===== src/rtl/debounce_pkg.sv =====
// Shared types and defaults for input debouncers: FSM state encoding and counter sizing.
// Used by inp_debounce; no logic of its own.
package debounce_pkg;

  typedef enum logic [1:0] {
    LOW      = 2'd0,
    CHK_HIGH = 2'd1,
    HIGH     = 2'd2,
    CHK_LOW  = 2'd3
  } state_t;

  localparam int DEF_SYNC_STAGES   = 2;
  localparam int DEF_STABLE_CYCLES = 4;
  localparam int DEF_GLITCH_W      = 8;

  // Qualification counter must hold values up to STABLE_CYCLES.
  function automatic int cnt_width(input int stable_cycles);
    int w;
    w = $clog2(stable_cycles + 1);
    return (w < 1) ? 1 : w;
  endfunction

endpackage


===== src/rtl/sync_ff.sv =====
// Multi-flop synchronizer for a single asynchronous level into the clk domain.
// Latency: STAGES cycles from sampling edge to q; no flow control (free-running).
module sync_ff #(
  parameter int STAGES = 2
) (
  input  logic clk,
  input  logic rst_n,
  input  logic d,
  output logic q
);

  logic [STAGES-1:0] chain;

  always_ff @(posedge clk or negedge rst_n) begin
    if (!rst_n) begin
      chain <= '0;
    end else begin
      chain <= {chain[STAGES-2:0], d};
    end
  end

  assign q = chain[STAGES-1];

endmodule


===== src/rtl/inp_debounce.sv =====
// Synchronizes and debounces a raw level; emits registered level, edge pulses, glitch count.
// Latency: SYNC_STAGES+STABLE_CYCLES-1 cycles from first sampling edge; no backpressure.
module inp_debounce
  import debounce_pkg::*;
#(
  parameter int SYNC_STAGES   = DEF_SYNC_STAGES,
  parameter int STABLE_CYCLES = DEF_STABLE_CYCLES,
  parameter int GLITCH_W      = DEF_GLITCH_W
) (
  input  logic                clk,
  input  logic                rst_n,
  input  logic                inp,
  output logic                out,
  output logic                rise,
  output logic                fall,
  output logic [GLITCH_W-1:0] glitch_cnt
);

  localparam int CW = cnt_width(STABLE_CYCLES);
  localparam logic [CW-1:0] LAST = CW'(STABLE_CYCLES - 1);

  logic          s;
  state_t        state, state_nxt;
  logic [CW-1:0] cnt, cnt_nxt;
  logic          out_nxt, rise_nxt, fall_nxt, glitch_inc;

  sync_ff #(.STAGES(SYNC_STAGES)) u_sync (
    .clk   (clk),
    .rst_n (rst_n),
    .d     (inp),
    .q     (s)
  );

  always_ff @(posedge clk or negedge rst_n) begin
    if (!rst_n) begin
      state      <= LOW;
      cnt        <= '0;
      out        <= 1'b0;
      rise       <= 1'b0;
      fall       <= 1'b0;
      glitch_cnt <= '0;
    end else begin
      state <= state_nxt;
      cnt   <= cnt_nxt;
      out   <= out_nxt;
      rise  <= rise_nxt;
      fall  <= fall_nxt;
      if (glitch_inc && (glitch_cnt != '1)) begin
        glitch_cnt <= glitch_cnt + GLITCH_W'(1);
      end
    end
  end

  // An abort always returns to the idle state; the opposite check needs a fresh sample.
  always_comb begin
    state_nxt  = state;
    cnt_nxt    = cnt;
    out_nxt    = out;
    rise_nxt   = 1'b0;
    fall_nxt   = 1'b0;
    glitch_inc = 1'b0;
    unique case (state)
      LOW: begin
        cnt_nxt = '0;
        out_nxt = 1'b0;
        if (s) begin
          if (STABLE_CYCLES == 1) begin
            state_nxt = HIGH;
            out_nxt   = 1'b1;
            rise_nxt  = 1'b1;
          end else begin
            state_nxt = CHK_HIGH;
            cnt_nxt   = CW'(1);
          end
        end
      end
      CHK_HIGH: begin
        if (!s) begin
          state_nxt  = LOW;
          cnt_nxt    = '0;
          glitch_inc = 1'b1;
        end else if (cnt == LAST) begin
          state_nxt = HIGH;
          cnt_nxt   = '0;
          out_nxt   = 1'b1;
          rise_nxt  = 1'b1;
        end else begin
          cnt_nxt = cnt + CW'(1);
        end
      end
      HIGH: begin
        cnt_nxt = '0;
        out_nxt = 1'b1;
        if (!s) begin
          if (STABLE_CYCLES == 1) begin
            state_nxt = LOW;
            out_nxt   = 1'b0;
            fall_nxt  = 1'b1;
          end else begin
            state_nxt = CHK_LOW;
            cnt_nxt   = CW'(1);
          end
        end
      end
      CHK_LOW: begin
        if (s) begin
          state_nxt  = HIGH;
          cnt_nxt    = '0;
          glitch_inc = 1'b1;
        end else if (cnt == LAST) begin
          state_nxt = LOW;
          cnt_nxt   = '0;
          out_nxt   = 1'b0;
          fall_nxt  = 1'b1;
        end else begin
          cnt_nxt = cnt + CW'(1);
        end
      end
      default: begin
        state_nxt = LOW;
        cnt_nxt   = '0;
        out_nxt   = 1'b0;
      end
    endcase
  end

endmodule


===== config.mk =====
export PLATFORM = sky130hd
export DESIGN_NAME = inp_debounce
export DESIGN_NICKNAME = d
export VERILOG_FILES = /design/src/rtl/debounce_pkg.sv /design/src/rtl/sync_ff.sv /design/src/rtl/inp_debounce.sv
export SDC_FILE = /design/constraint.sdc
export NUM_CORES = 1
export LEC_CHECK = 0
export CORE_MARGIN = 8
export CORE_UTILIZATION = 45
export CTS_CLUSTER_SIZE = 16
export DETAILED_ROUTE_END_ITERATION = 10
export PLACE_DENSITY = 0.68
export SLEW_MARGIN = 20
export SYNTH_ARGS = -nofsm -noshare
export SYNTH_HDL_FRONTEND = slang
export SYNTH_SLANG_ARGS = --single-unit

===== constraint.sdc =====
create_clock -name clk -period 3.32 [get_ports clk]
set_clock_uncertainty 0.2 [all_clocks]
set_input_delay 0.664 -clock clk [delete_from_list [all_inputs] [get_ports clk]]
set_output_delay 0.664 -clock clk [all_outputs]
set_load 0.01 [all_outputs]

==> metrics.txt, run 1 <==
count leader, synth dfrtp_1; async set or reset register ratio after synthesis 1.00; final worst setup slack 1.12 ns; Peak VDD IR 0.422 mV; total power divided by cell area 824 nW/um^2; syn nets 88; area delta synth->final 20.2%; DRC violations left 0; Congestion Overflow GR 0; top cell type's share of synthesized area 0.482; root buffer cell clkbuf_4; Leak 0.000492 uW; crit start category flip-flop; top cells by instance count after synthesis dfrtp_1 (18), ha_1 (7), nand3_1 (5); min Tclk post-route 2.20 ns; initial core utilization 0.476; Post-synth EDFFs 0; Synth Flop Type dfrtp_1; vias in the first global route 668; pin count of the biggest net entering global routing 19; Vias/cell 5.49; Post-CTS Setup Bufs 0; RSZ-0062 raised after global routing no; Worst Hold Class reg -> reg; number of port buffers 13; CTS tree done; Die Ht 61.6 um; CTS Buf Count 3; syn avg cell area 12.0 um^2; final cycle utilization of the critical path 0.661; Seq/Total Area, Yosys 0.482; Cell Rows 16; RePlAce Congestion 0.755; worst-path maximum fanout 6; fmax 455 MHz; Clock transition at path regs 0.11 ns; via count 664; Max Cap Violations 0; worst slack, placed 1.39 ns; hold bufs inserted after CTS 0; Synth area leaders dfrtp_1 (48%), ha_1 (9.4%), xnor2_1 (3.7%), mux2_2 (3.6%), nand3_1 (2.7%); Routed WL 1690 um; final setup vio count 0; Worst Path Required 2.46 ns; CP Cell Sequence clkdlybuf4s50_1; YS warnings 0; final hold slack 0.170 ns; H-tree level count 1; CTS sink cnt 18; Tightest Pin Transition 0.802 ns; Ports 14; share of post-route cells with drive strength above 1 0.117; Die Wd 61.6 um; Initial DRC Count 22; fin util 0.573; Clock Path Buffers 2; PostCTS Resize Cnt 0; die area 3790 um^2; initial antenna violation count 0; total track usage 0.106; CP Buf/Inv Count 1; dpl hpwl 1220 um; CP Class reg -> out; Routed wire per std cell 14.0 um; clk_lat worst skew 0.30 ns; CP peak stage delay 0.57 ns; largest area contributor in the netlist dfrtp_1; Nets 105; global-route wire length before repair 2980 um; Slew HR 0.464; Distinct cells, synth 34; fin. max-slew vios 0; Total Power 926 uW; Synth Cell Area 935 um^2; core area 1960 um^2; Critical Path AT 1.33 ns; outcome completed; critical path capture point type output pin; DR pass1 iterations 4; Yosys reg bits 18; endpoints failing hold 0; Post-Syn Instances 78; Total Neg Setup Slack 0 ns; # diodes 0; remaining antenna violation count 0; slowest CP cell clkdlybuf4s50_1; crit-path leading delay family buffers and inverters
## per-layer routing
layer	wire length, um	vias up	track usage
met2	709	11	0.145
li1	-	327	-
met5	0	-	0
met3	99	5	0.0292
met4	44	0	0.0682
met1	840	321	0.143
## per-stage QoR
stage	std cells	area (um^2)
after floorplan	78	935
after global placement	117	1090
after detailed placement	117	1090
after CTS	121	1120
after global routing	121	1120
final	121	1120
## path summary, 6_finish.rpt
check	startpoint	to	slack [ns]	depth (start not counted)
min in group asynchronous	rst_n	out$_DFFE_PN0P_	0.62	1
min	u_sync.chain[0]$_DFF_PN0_	u_sync.chain[1]$_DFF_PN0_	0.17	0
max reg2reg	flip-flop	glitch_cnt[1]$_DFFE_PN0P_	1.39	5
max	glitch_cnt[4]$_DFFE_PN0P_	glitch_cnt[4]	1.12	1
max in group asynchronous	rst_n	asynchronous set/reset pin	1.80	1
min reg2reg	u_sync.chain[0]$_DFF_PN0_	u_sync.chain[1]$_DFF_PN0_	0.17	0
## report_power, final
| part | internal [uW] | leakage (uW) | switching (uW) |
|---|---|---|---|
| combinational | 227 | 0.000243 | 200 |
| sequential | 286 | 0.000228 | 75.2 |
| clock | 66.9 | 0.0000210 | 71.2 |
| total | 580 | 0.000492 | 347 |
## cell families (layout without fill, tap and decap cells)
family,after synthesis,after routing,share of synthesized area
AO/OA/AOI/OAI,14,14,0.107
AND/OR/NAND/NOR,23,23,0.157
flip-flops,18,18,0.482
adder cells (fa/ha/maj),7,7,0.0937
XOR/XNOR,5,5,0.0469
multiplexers,7,7,0.0897
buffers and inverters,4,20,0.0241
## final cells by class
| cell class | instances | area, um^2 |
|---|---|---|
| Tap cell | 27 | 33.8 |
| Clock buffer | 4 | 36.3 |
| Sequential cell | 18 | 450 |
| Timing Repair Buffer | 13 | 130 |
| Inverter | 3 | 11.3 |
| Fill cell | 181 | 838 |
| Multi-Input combinational cell | 56 | 462 |
## state kept, by name, summed over array words and instances, names as in the netlist, named ones only
| signal | count |
|---|---|
| fall | 1 |
| out | 1 |
| state | 1 |
| rise | 1 |
| cnt | 3 |
| glitch_cnt | 8 |
| u_sync.chain | 2 |
## cells in the final DEF, fill, tap and decap left out, drive strengths merged
| cell | Yosys | layout |
|---|---|---|
| a21oi | 3 | 3 |
| a221oi | 1 | 1 |
| and3 | 4 | 4 |
| and4 | 1 | 1 |
| clkbuf | 0 | 4 |
| clkdlybuf4s50 | 0 | 13 |
| dfrtp | 18 | 18 |
| ha | 7 | 7 |
| inv | 3 | 3 |
| mux2 | 5 | 5 |
| mux2i | 2 | 2 |
| nand2 | 3 | 3 |
| nand2b | 1 | 1 |
| nand3 | 5 | 5 |
| nand3b | 1 | 1 |
| nand4 | 1 | 1 |
| nor2 | 1 | 1 |
| nor2b | 2 | 2 |
| nor3b | 2 | 2 |
| nor4b | 2 | 2 |
| o2111ai | 1 | 1 |
| o211ai | 2 | 2 |
| o21ai | 2 | 2 |
| o21bai | 1 | 1 |
| o31ai | 1 | 1 |
| o32a | 1 | 1 |
| o32ai | 2 | 2 |
| xnor2 | 4 | 4 |
| xor2 | 1 | 1 |
No activity file was read; power rests on OpenSTA's default activity.
==> run 2: changes to the inputs <==
--- a/config.mk
+++ b/config.mk
@@ -9,7 +9,7 @@
 export CORE_UTILIZATION = 45
 export CTS_CLUSTER_SIZE = 16
 export DETAILED_ROUTE_END_ITERATION = 10
-export PLACE_DENSITY = 0.68
+export PLACE_DENSITY = 0.71
 export SLEW_MARGIN = 20
 export SYNTH_ARGS = -nofsm -noshare
 export SYNTH_HDL_FRONTEND = slang
==> constraint.sdc (replaced) <==
create_clock -name clk -period 2 [get_ports clk]
set_clock_uncertainty 0.2 [all_clocks]
set_input_delay 0.4 -clock clk [delete_from_list [all_inputs] [get_ports clk]]
set_output_delay 0.4 -clock clk [all_outputs]
set_load 0.01 [all_outputs]
==> run 2 against run 1 <==
Compared with the run above: final cell count increased by 3.3%; setup slack lost 1.0 ns; cell area increased by 2.7%; die area unchanged; routed wire length grew 2.2%; sequential power increased by 65%; clock power increased by 55%; non-clock buffer count increased by 4; global-route usage is 0.75 points lower; sequential share of layout area down 1.0 points; via count increased by 3.6%; largest cell class unchanged; largest power group unchanged.
==> metrics.txt, run 2 (synthesized netlist as in run 1, its figures left out) <==
outcome completed; final setup vio count 0; Critical Path AT 1.31 ns; area delta synth->final 23.4%; Leak 0.000511 uW; H-tree level count 1; endpoints failing hold 0; most common cell after layout, fill and taps aside dfrtp_1; Congestion Overflow GR 0; Worst Hold Class reg -> reg; Tightest Pin Transition 0.279 ns; Routed WL 1730 um; fmax 523 MHz; Routed wire per std cell 13.8 um; Die Ht 61.6 um; root buffer cell clkbuf_4; final worst setup slack 0.0869 ns; clock share of power 0.138; final cycle utilization of the critical path 0.957; # diodes 0; combinational power share 0.478; via count 688; Peak VDD IR 0.784 mV; worst-path maximum fanout 6; global-route wire length before repair 2780 um; DRC violations left 0; Worst Path Required 1.40 ns; pin count of the biggest net entering global routing 19; Ports 14; Post-CTS Setup Bufs 0; Cell Rows 16; RePlAce Congestion 0.875; initial antenna violation count 0; Top reg by flops glitch_cnt; crit start category flip-flop; Total Neg Setup Slack 0 ns; share of post-route cells with drive strength above 1 0.153; clk_lat worst skew 0.29 ns; Nets 109; vias in the first global route 634; Clock Path Buffers 2; RSZ-0062 raised after global routing no; total track usage 0.0989; hold bufs inserted after CTS 0; critical path capture point type output pin; Max Cap Violations 0; slowest CP cell clkdlybuf4s50_1; PostCTS Resize Cnt 0; Int Pwr 982 uW; CP peak stage delay 0.58 ns; CP Cell Sequence clkdlybuf4s50_1; Vias/cell 5.50; fin. max-slew vios 0; Regs by FF count glitch_cnt: 8 flops, cnt: 3 flops, u_sync.chain: 2 flops; Clock transition at path regs 0.10 ns; total power divided by cell area 1350 nW/um^2; CP Buf/Inv Count 1; CTS sink cnt 18; Die Wd 61.6 um; DR pass1 iterations 4; crit-path leading delay family buffers and inverters; dpl hpwl 1310 um; min Tclk post-route 1.91 ns; initial core utilization 0.476; CTS Buf Count 3; number of port buffers 13; Slew HR 0.811; CP Class reg -> out; NetSw 571 uW; worst slack, placed 0.151 ns; max reg flops 8; CTS tree done; Initial DRC Count 5; switching share of total power 0.368; remaining antenna violation count 0; core area 1960 um^2; Flop pwr share 0.383; commonest cells after routing, fill and taps aside dfrtp_1 (18), clkdlybuf4s50_1 (13), ha_1 (7), nand3_1 (5); die area 3790 um^2
## run 2: cell count changes in the layout (fill, tap and decap cells not counted)
cell and delta:
buf_4 +4
## run 2: per-layer routing
metal,wire length [um],vias to the layer above,track usage
met3,118,2,0.0418
met2,806,16,0.155
li1,-,328,-
met5,0,-,0
met4,15,0,0.0357
met1,789,342,0.117
## run 2: worst reg2reg max path: cells and delay by family, from the launching register on
| kind | cells | cell delay [ns] |
|---|---|---|
| flip-flops | 1 | 0.44 |
| multiplexers | 2 | 0.69 |
| adder cells (fa/ha/maj) | 1 | 0.30 |
| AO/OA/AOI/OAI | 1 | 0.15 |
## run 2: area by class of cell
type,instances,area (um^2)
Fill cell,188,808
Multi-Input combinational cell,56,462
Sequential cell,18,450
Timing Repair Buffer,17,160
Clock buffer,4,36.3
Tap cell,27,33.8
Inverter,3,11.3
## run 2: stage by stage
stage | util | area (um^2) | total power [uW] | std cells | hold WS [ns]
detailed placement | 0.570 | 1120 | 1350 | 121 | 0.150
global route | 0.588 | 1150 | 1670 | 125 | 0.183
floorplan | - | 935 | 1060 | 78 | -0.0956
CTS | 0.588 | 1150 | 1560 | 125 | 0.173
finish | 0.588 | 1150 | 1550 | 125 | 0.169
global placement | 0.570 | 1120 | 1320 | 121 | 0.134
## run 2: worst paths after layout
kind                                             end  slack (ns)                      start  cells after the start
min reg2reg                u_sync.chain[1]$_DFF_PN0_        0.17  u_sync.chain[0]$_DFF_PN0_                      0
max in group asynchronous           cnt[0]$_DFF_PN0_        1.18                      rst_n                      2
min                        u_sync.chain[1]$_DFF_PN0_        0.17  u_sync.chain[0]$_DFF_PN0_                      0
min in group asynchronous       state[0]$_DFFE_PN0P_        0.22                      rst_n                      2
max reg2reg                glitch_cnt[1]$_DFFE_PN0P_        0.12       state[0]$_DFFE_PN0P_                      4
max                                    glitch_cnt[4]        0.09  glitch_cnt[4]$_DFFE_PN0P_                      1
## run 2: power groups by stage
stage	Combinational [uW]	Sequential (uW)	Clock (uW)
floorplan	448	612	0
global placement	725	599	0
detailed placement	743	602	0
CTS	745	595	219
global route	822	616	235
finish	743	595	214
